File: src/rtl/aud_pkg.sv
// Shared types and constants for the audio recorder/player sequencer.
package aud_pkg;

    localparam int unsigned ADDR_W = 20;
    localparam int unsigned TIME_W = 6;

    typedef enum logic [2:0] {
        S_IDLE       = 3'd0,
        S_REC        = 3'd1,
        S_REC_PAUSE  = 3'd2,
        S_PLAY       = 3'd3,
        S_PLAY_PAUSE = 3'd4
    } state_t;

    typedef enum logic [1:0] {
        MODE_NORMAL = 2'd0,
        MODE_FAST   = 2'd1,
        MODE_SLOW0  = 2'd2,
        MODE_SLOW1  = 2'd3
    } mode_t;

endpackage

File: src/rtl/aud_sec_timer.sv
// Elapsed-seconds counter: CLK_FREQ-cycle tick driving a saturating 6-bit count.
module aud_sec_timer
    import aud_pkg::*;
#(
    parameter int unsigned CLK_FREQ = 12000000
) (
    input  logic              i_clk,
    input  logic              i_rst,
    input  logic              i_clr,
    input  logic              i_en,
    output logic [TIME_W-1:0] o_sec
);

    localparam int unsigned CNT_W = (CLK_FREQ > 1) ? $clog2(CLK_FREQ) : 1;
    localparam logic [TIME_W-1:0] SEC_MAX = '1;

    logic [CNT_W-1:0] cyc;
    logic             wrap_c;

    assign wrap_c = (cyc == CNT_W'(CLK_FREQ - 1));

    // Cycle counter only advances while enabled, so pauses freeze the partial second too.
    always_ff @(posedge i_clk) begin
        if (i_rst || i_clr) begin
            cyc   <= '0;
            o_sec <= '0;
        end else if (i_en) begin
            if (wrap_c) begin
                cyc <= '0;
                if (o_sec != SEC_MAX) begin
                    o_sec <= o_sec + TIME_W'(1);
                end
            end else begin
                cyc <= cyc + CNT_W'(1);
            end
        end
    end

endmodule

File: src/rtl/aud_ctrl.sv
// Record/play sequencer: key decode, command pulses, SRAM mux, end address, elapsed time.
// Build option: AUD_CTRL_LOOP_EN makes playback auto-end restart instead of returning to idle.
module aud_ctrl
    import aud_pkg::*;
#(
    parameter int unsigned       CLK_FREQ = 12000000,
    parameter logic [ADDR_W-1:0] ADDR_MAX = 20'hFFFFF
) (
    input  logic              i_clk,
    input  logic              i_rst,
    input  logic              i_key_rec,
    input  logic              i_key_play,
    input  logic              i_key_pause,
    input  logic              i_key_stop,
    input  logic [2:0]        i_speed,
    input  logic [1:0]        i_mode,
    input  logic [ADDR_W-1:0] i_rec_addr,
    input  logic [ADDR_W-1:0] i_dsp_addr,
    output logic              o_rec_start,
    output logic              o_rec_pause,
    output logic              o_rec_stop,
    output logic              o_dsp_start,
    output logic              o_dsp_pause,
    output logic              o_dsp_stop,
    output logic [2:0]        o_dsp_speed,
    output logic              o_dsp_fast,
    output logic              o_dsp_slow_0,
    output logic              o_dsp_slow_1,
    output logic [ADDR_W-1:0] o_sram_addr,
    output logic              o_sram_we_n,
    output logic [ADDR_W-1:0] o_end_addr,
    output logic [2:0]        o_state,
    output logic [TIME_W-1:0] o_time_sec
);

    state_t state;
    logic   loop_pend;
    logic   rec_full_c;
    logic   play_end_c;
    logic   restart_c;
    logic   idle_go_c;
    logic   time_clr_c;
    logic   time_en_c;
    mode_t  mode_c;

    assign mode_c     = mode_t'(i_mode);
    assign rec_full_c = (state == S_REC) && (i_rec_addr == ADDR_MAX);
    // While a loop restart is pending the DSP address is still stale, so ignore it.
    assign play_end_c = (state == S_PLAY) && (i_dsp_addr > o_end_addr) && !loop_pend;
    assign restart_c  = loop_pend && !i_key_stop;
    assign idle_go_c  = (state == S_IDLE) && (i_key_rec || (i_key_play && (o_end_addr != '0)));
    assign time_clr_c = idle_go_c || restart_c;
    assign time_en_c  = (state == S_REC) || (state == S_PLAY);

    assign o_state     = state;
    assign o_sram_addr = ((state == S_REC) || (state == S_REC_PAUSE)) ? i_rec_addr : i_dsp_addr;
    assign o_sram_we_n = (state != S_REC);

    // Sequencer: highest-priority legal key wins; auto-stops behave as stop.
    always_ff @(posedge i_clk) begin
        if (i_rst) begin
            state        <= S_IDLE;
            loop_pend    <= 1'b0;
            o_rec_start  <= 1'b0;
            o_rec_pause  <= 1'b0;
            o_rec_stop   <= 1'b0;
            o_dsp_start  <= 1'b0;
            o_dsp_pause  <= 1'b0;
            o_dsp_stop   <= 1'b0;
            o_dsp_speed  <= '0;
            o_dsp_fast   <= 1'b0;
            o_dsp_slow_0 <= 1'b0;
            o_dsp_slow_1 <= 1'b0;
            o_end_addr   <= '0;
        end else begin
            o_rec_start <= 1'b0;
            o_rec_pause <= 1'b0;
            o_rec_stop  <= 1'b0;
            o_dsp_start <= 1'b0;
            o_dsp_pause <= 1'b0;
            o_dsp_stop  <= 1'b0;
            case (state)
                S_IDLE: begin
                    if (i_key_play && (o_end_addr != '0)) begin
                        state        <= S_PLAY;
                        o_dsp_start  <= 1'b1;
                        o_dsp_speed  <= i_speed;
                        o_dsp_fast   <= (mode_c == MODE_FAST);
                        o_dsp_slow_0 <= (mode_c == MODE_SLOW0);
                        o_dsp_slow_1 <= (mode_c == MODE_SLOW1);
                    end else if (i_key_rec) begin
                        state       <= S_REC;
                        o_rec_start <= 1'b1;
                    end
                end
                S_REC, S_REC_PAUSE: begin
                    if (i_key_stop || rec_full_c) begin
                        state      <= S_IDLE;
                        o_rec_stop <= 1'b1;
                        o_end_addr <= i_rec_addr;
                    end else if (i_key_pause && (state == S_REC)) begin
                        state       <= S_REC_PAUSE;
                        o_rec_pause <= 1'b1;
                    end else if (i_key_rec && (state == S_REC_PAUSE)) begin
                        state       <= S_REC;
                        o_rec_start <= 1'b1;
                    end
                end
                S_PLAY: begin
                    if (i_key_stop) begin
                        state      <= S_IDLE;
                        loop_pend  <= 1'b0;
                        o_dsp_stop <= 1'b1;
                    end else if (restart_c) begin
                        loop_pend   <= 1'b0;
                        o_dsp_start <= 1'b1;
                    end else if (play_end_c) begin
                        o_dsp_stop <= 1'b1;
`ifdef AUD_CTRL_LOOP_EN
                        loop_pend  <= 1'b1;
`else
                        state      <= S_IDLE;
`endif
                    end else if (i_key_pause) begin
                        state       <= S_PLAY_PAUSE;
                        o_dsp_pause <= 1'b1;
                    end
                end
                S_PLAY_PAUSE: begin
                    if (i_key_stop) begin
                        state      <= S_IDLE;
                        o_dsp_stop <= 1'b1;
                    end else if (i_key_play) begin
                        state        <= S_PLAY;
                        o_dsp_start  <= 1'b1;
                        o_dsp_speed  <= i_speed;
                        o_dsp_fast   <= (mode_c == MODE_FAST);
                        o_dsp_slow_0 <= (mode_c == MODE_SLOW0);
                        o_dsp_slow_1 <= (mode_c == MODE_SLOW1);
                    end
                end
                default: state <= S_IDLE;
            endcase
        end
    end

    aud_sec_timer #(
        .CLK_FREQ(CLK_FREQ)
    ) u_sec_timer (
        .i_clk (i_clk),
        .i_rst (i_rst),
        .i_clr (time_clr_c),
        .i_en  (time_en_c),
        .o_sec (o_time_sec)
    );

endmodule

File: config.mk
export PLATFORM = sky130hd
export DESIGN_NAME = aud_ctrl
export DESIGN_NICKNAME = d
export VERILOG_FILES = /design/src/rtl/aud_pkg.sv /design/src/rtl/aud_sec_timer.sv /design/src/rtl/aud_ctrl.sv
export SDC_FILE = /design/constraint.sdc
export NUM_CORES = 1
export LEC_CHECK = 0
export CAP_MARGIN = 40
export CORE_UTILIZATION = 43
export DETAILED_ROUTE_END_ITERATION = 8
export MAX_ROUTING_LAYER = met4
export PLACE_DENSITY = 0.79
export SKIP_CTS_REPAIR_TIMING = 1
export SLEW_MARGIN = 20
export SYNTH_ARGS = -nofsm -noshare
export SYNTH_HDL_FRONTEND = slang
export SYNTH_SLANG_ARGS = --single-unit
File: constraint.sdc
create_clock -name i_clk -period 2.6 [get_ports i_clk]
set_clock_uncertainty 0.05 [all_clocks]
set_input_delay 0.65 -clock i_clk [delete_from_list [all_inputs] [get_ports i_clk]]
set_output_delay 0.65 -clock i_clk [all_outputs]
set_load 0.02 [all_outputs]
==> out/summary.md <==
The run finished with clean final reports. The relative slew slack was 64.65%; the power density relative to cell area was 786.5 nW/µm². DRC marker count from the first detailed-route iteration: 167. The number of nets in the final layout was 651; the quantity of I/O buffers inserted on ports was 112. TritonCTS built the clock tree.

Data arrives at the worst endpoint at 2.80 ns. In this run the static leakage power is 2.239 nW. The final route contains 3679 vias.

The total die area came out at 8828 µm². The startpoint identified for the worst register-to-register timing path is o_end_addr[14]. The clock passes through at most 2 buffers. The logs give 0 for the initial antenna violation count and 0 for the residual antenna-violating net count after detailed routing.

The final number of hold-violating endpoints is 0. Counting flops with an async set or reset pin after synthesis yields a share of 0%. The worst register-to-register path has a depth of 8. The critical path class is input port to flop.

In the layout the commonest cells are clkdlybuf4s50_1 (78), nand2_1 (66), dfxtp_1 (64). STA classifies the critical path startpoint as an input port. The clock period minus final worst setup slack was 2.598 ns; the highest clock rate was 384.9 MHz. Measured along the x axis, the die boundary spans 93.96 µm.

The top-level I/O count was 113. The final count of pins violating max slew was 0. For this run, design rule violations remaining after detail routing come to 0. VDD sags by at most 0.4203 mV. The synthesized design contains 0 enable-type register cells. The worst hold path terminates at o_dsp_fast.

The synthesized net count came out at 511. The average detailed-routed wire length per instance was 15.06 µm. The tools report the kind of capture point of the worst setup path as a flop. Average via count per standard cell: 5.355. From bottom edge to top edge, the die measures 93.96 µm. The tools report the aggregate global routing overflow as 0. After routing the design area is 5503 µm².

The number of cells traversed by the worst hold path is 2. After clock tree synthesis, the clock-pin slew on the worst setup and hold paths is 0.07 ns. The repair_antennas step left the layout with diodes totalling 0. The area growth from synthesis to layout came out at 51.34%. The core area is 8217 µm², and the setup violation total in the final timing report is 0. After layout, the design draws a total of 4.328 mW.

At the end of the flow the core is filled with cells to 66.97%. Wires add up to 10.35 mm. The worst min-delay path startpoint is o_dsp_fast. In the synthesized netlist the dominant register cell turns out to be dfxtp_1. The pin slew with the least headroom to its limit was 0.5168 ns; the per-instance average area after synthesis was 8.301 µm². The share of synthesized area occupied by flip-flops and latches is 35.79%, and the worst reg-to-reg setup slack is 0.07 ns.

Entering global routing, the biggest net connects 33 pins. The tools report the initial standard-cell utilization of the core as 44.25%. Synthesis produced a netlist whose cell count is 438.

After legalization and detailed placement, the total HPWL measured 7.661 mm. The min-delay analysis places its worst path in the category flop to flop. The tool flagged a number of max-cap violations equal to 0.

Routability-driven placement finished with a final weighted congestion of 0.9420. Buffers inserted during clock tree synthesis total 9. For the required time at the worst-slack endpoint, the log shows 2.81 ns. The number of detailed-route iterations in the first pass is 5, and the share of post-route cells with drive strength above 1 is 17.35%.

The synthesis warning total is 0, and the post-synthesis cell area is 3636 µm². Leading cell type in the layout, fill and taps excluded: clkdlybuf4s50_1. The placed instances occupy a cell area of 5079 µm².

Across every metal layer, demand over resource in global routing totals 23.73%. The unique cell type count in the Yosys netlist was 52. Clock latency on the worst-skew pair, taken at its later pin, is 0.33 ns. Counting every sink on the clock net gives 65.

The worst-path maximum fanout is 3. The capturing point of the worst reg2reg path was o_state[2]. The H-tree depth reported by CTS is 3, and the portion of the clock cycle consumed by the worst path in the final layout is 99.93%.

The flip-flop and latch count after synthesis is 65. Final hold analysis gives a worst-case slack of 0.4019 ns. Row generation in the floorplan step produced 33 rows. The global-route wire length before repair is 15.83 mm. The tools report the number of global-route vias before repair as 3504. The tree is rooted in a clkbuf_8.
[cells by family after synthesis]
| family | share of synthesized area, % |
|---|---|
| adder cells (fa/ha/maj) | 7.570 |
| flip-flops | 35.79 |
| buffers and inverters | 5.230 |
| AND/OR/NAND/NOR | 26.74 |
| AO/OA/AOI/OAI | 11.18 |
| XOR/XNOR | 6.504 |
| multiplexers | 6.986 |
[metrics by stage]
step / setup TNS [ns] / worst slack [ns] / cells
floorplan: 0 / 0.0002691 / 438
global placement: -3.842 / -0.5864 / 670
detailed placement: -4.237 / -0.6285 / 670
CTS: -6.092 / -0.2717 / 685
global route: -0.03936 / -0.03834 / 687
finish: 0 / 0.001774 / 687
[area by class of cell]
type	count	area, µm²
clock buffer	12	145.1
clock inverter	3	17.52
fill	631	2714
inverter	26	97.59
multi-input combinational	329	2315
sequential	65	1303
tap	105	131.4
timing repair buffer	147	1494
[flip-flops by register name, summed over array words and instances, names as in the netlist]
register           flops
o_rec_start            1
o_dsp_slow_0           1
o_dsp_stop             1
o_dsp_pause            1
o_dsp_fast             1
o_dsp_slow_1           1
u_sec_timer.cyc       24
o_dsp_start            1
o_state                3
u_sec_timer.o_sec      6
o_end_addr            20
o_rec_pause            1
o_rec_stop             1
o_dsp_speed            3
[routing by layer]
metal | vias up | wire, µm | track usage (%)
met1 | 1719 | 4259 | 25.78
met5 | - | 0 | -
met2 | 128 | 5206 | 40.27
met4 | 0 | 342 | 11.54
li1 | 1806 | - | -
met3 | 26 | 538 | 6.068
[cell usage after synthesis, drive strengths merged, types with 4 or more instances]
cell	number	area share [%]
xnor2	10	2.4
nand2	66	6.8
inv	26	2.7
buf	6	1.3
xor2	17	4.1
a21oi	37	5.1
nand4	20	3.4
nor4	11	2.7
nand3	11	1.5
clkbuf	12	1.2
nor2	46	4.7
and3	6	1.1
nor2b	4	0.69
mux2	19	5.9
nand2b	4	0.69
dfxtp	65	36
nor3	7	0.96
ha	22	7.6
mux2i	4	1.1
[power by group]
group / internal (mW) / switching [mW]
registers: 1.12 / 0.100
clock network: 0.364 / 0.365
logic: 1.14 / 1.24
[how the worst max path moves through the flow]
stage	startpoint	to	slack, ns	cells after the start
finish	i_dsp_addr[6]	o_state[2]	0.002	8
global route	i_dsp_addr[6]	o_state[2]	-0.04	8
CTS	i_dsp_addr[18]	o_state[1]	-0.27	8
detailed placement	i_dsp_addr[18]	o_state[1]	-0.63	8
global placement	i_dsp_addr[18]	o_state[1]	-0.59	8
floorplan	i_dsp_addr[18]	o_state[1]	0.0003	7
[critical path, stage by stage]
cell	delay (ns)
clkdlybuf4s50_1	0.43
ha_1	0.33
nand4_1	0.16
nor4_2	0.07
a21boi_1	0.15
or4_4	0.46
a211o_1	0.32
a211oi_2	0.22
Power figures use the tool's default switching activity.
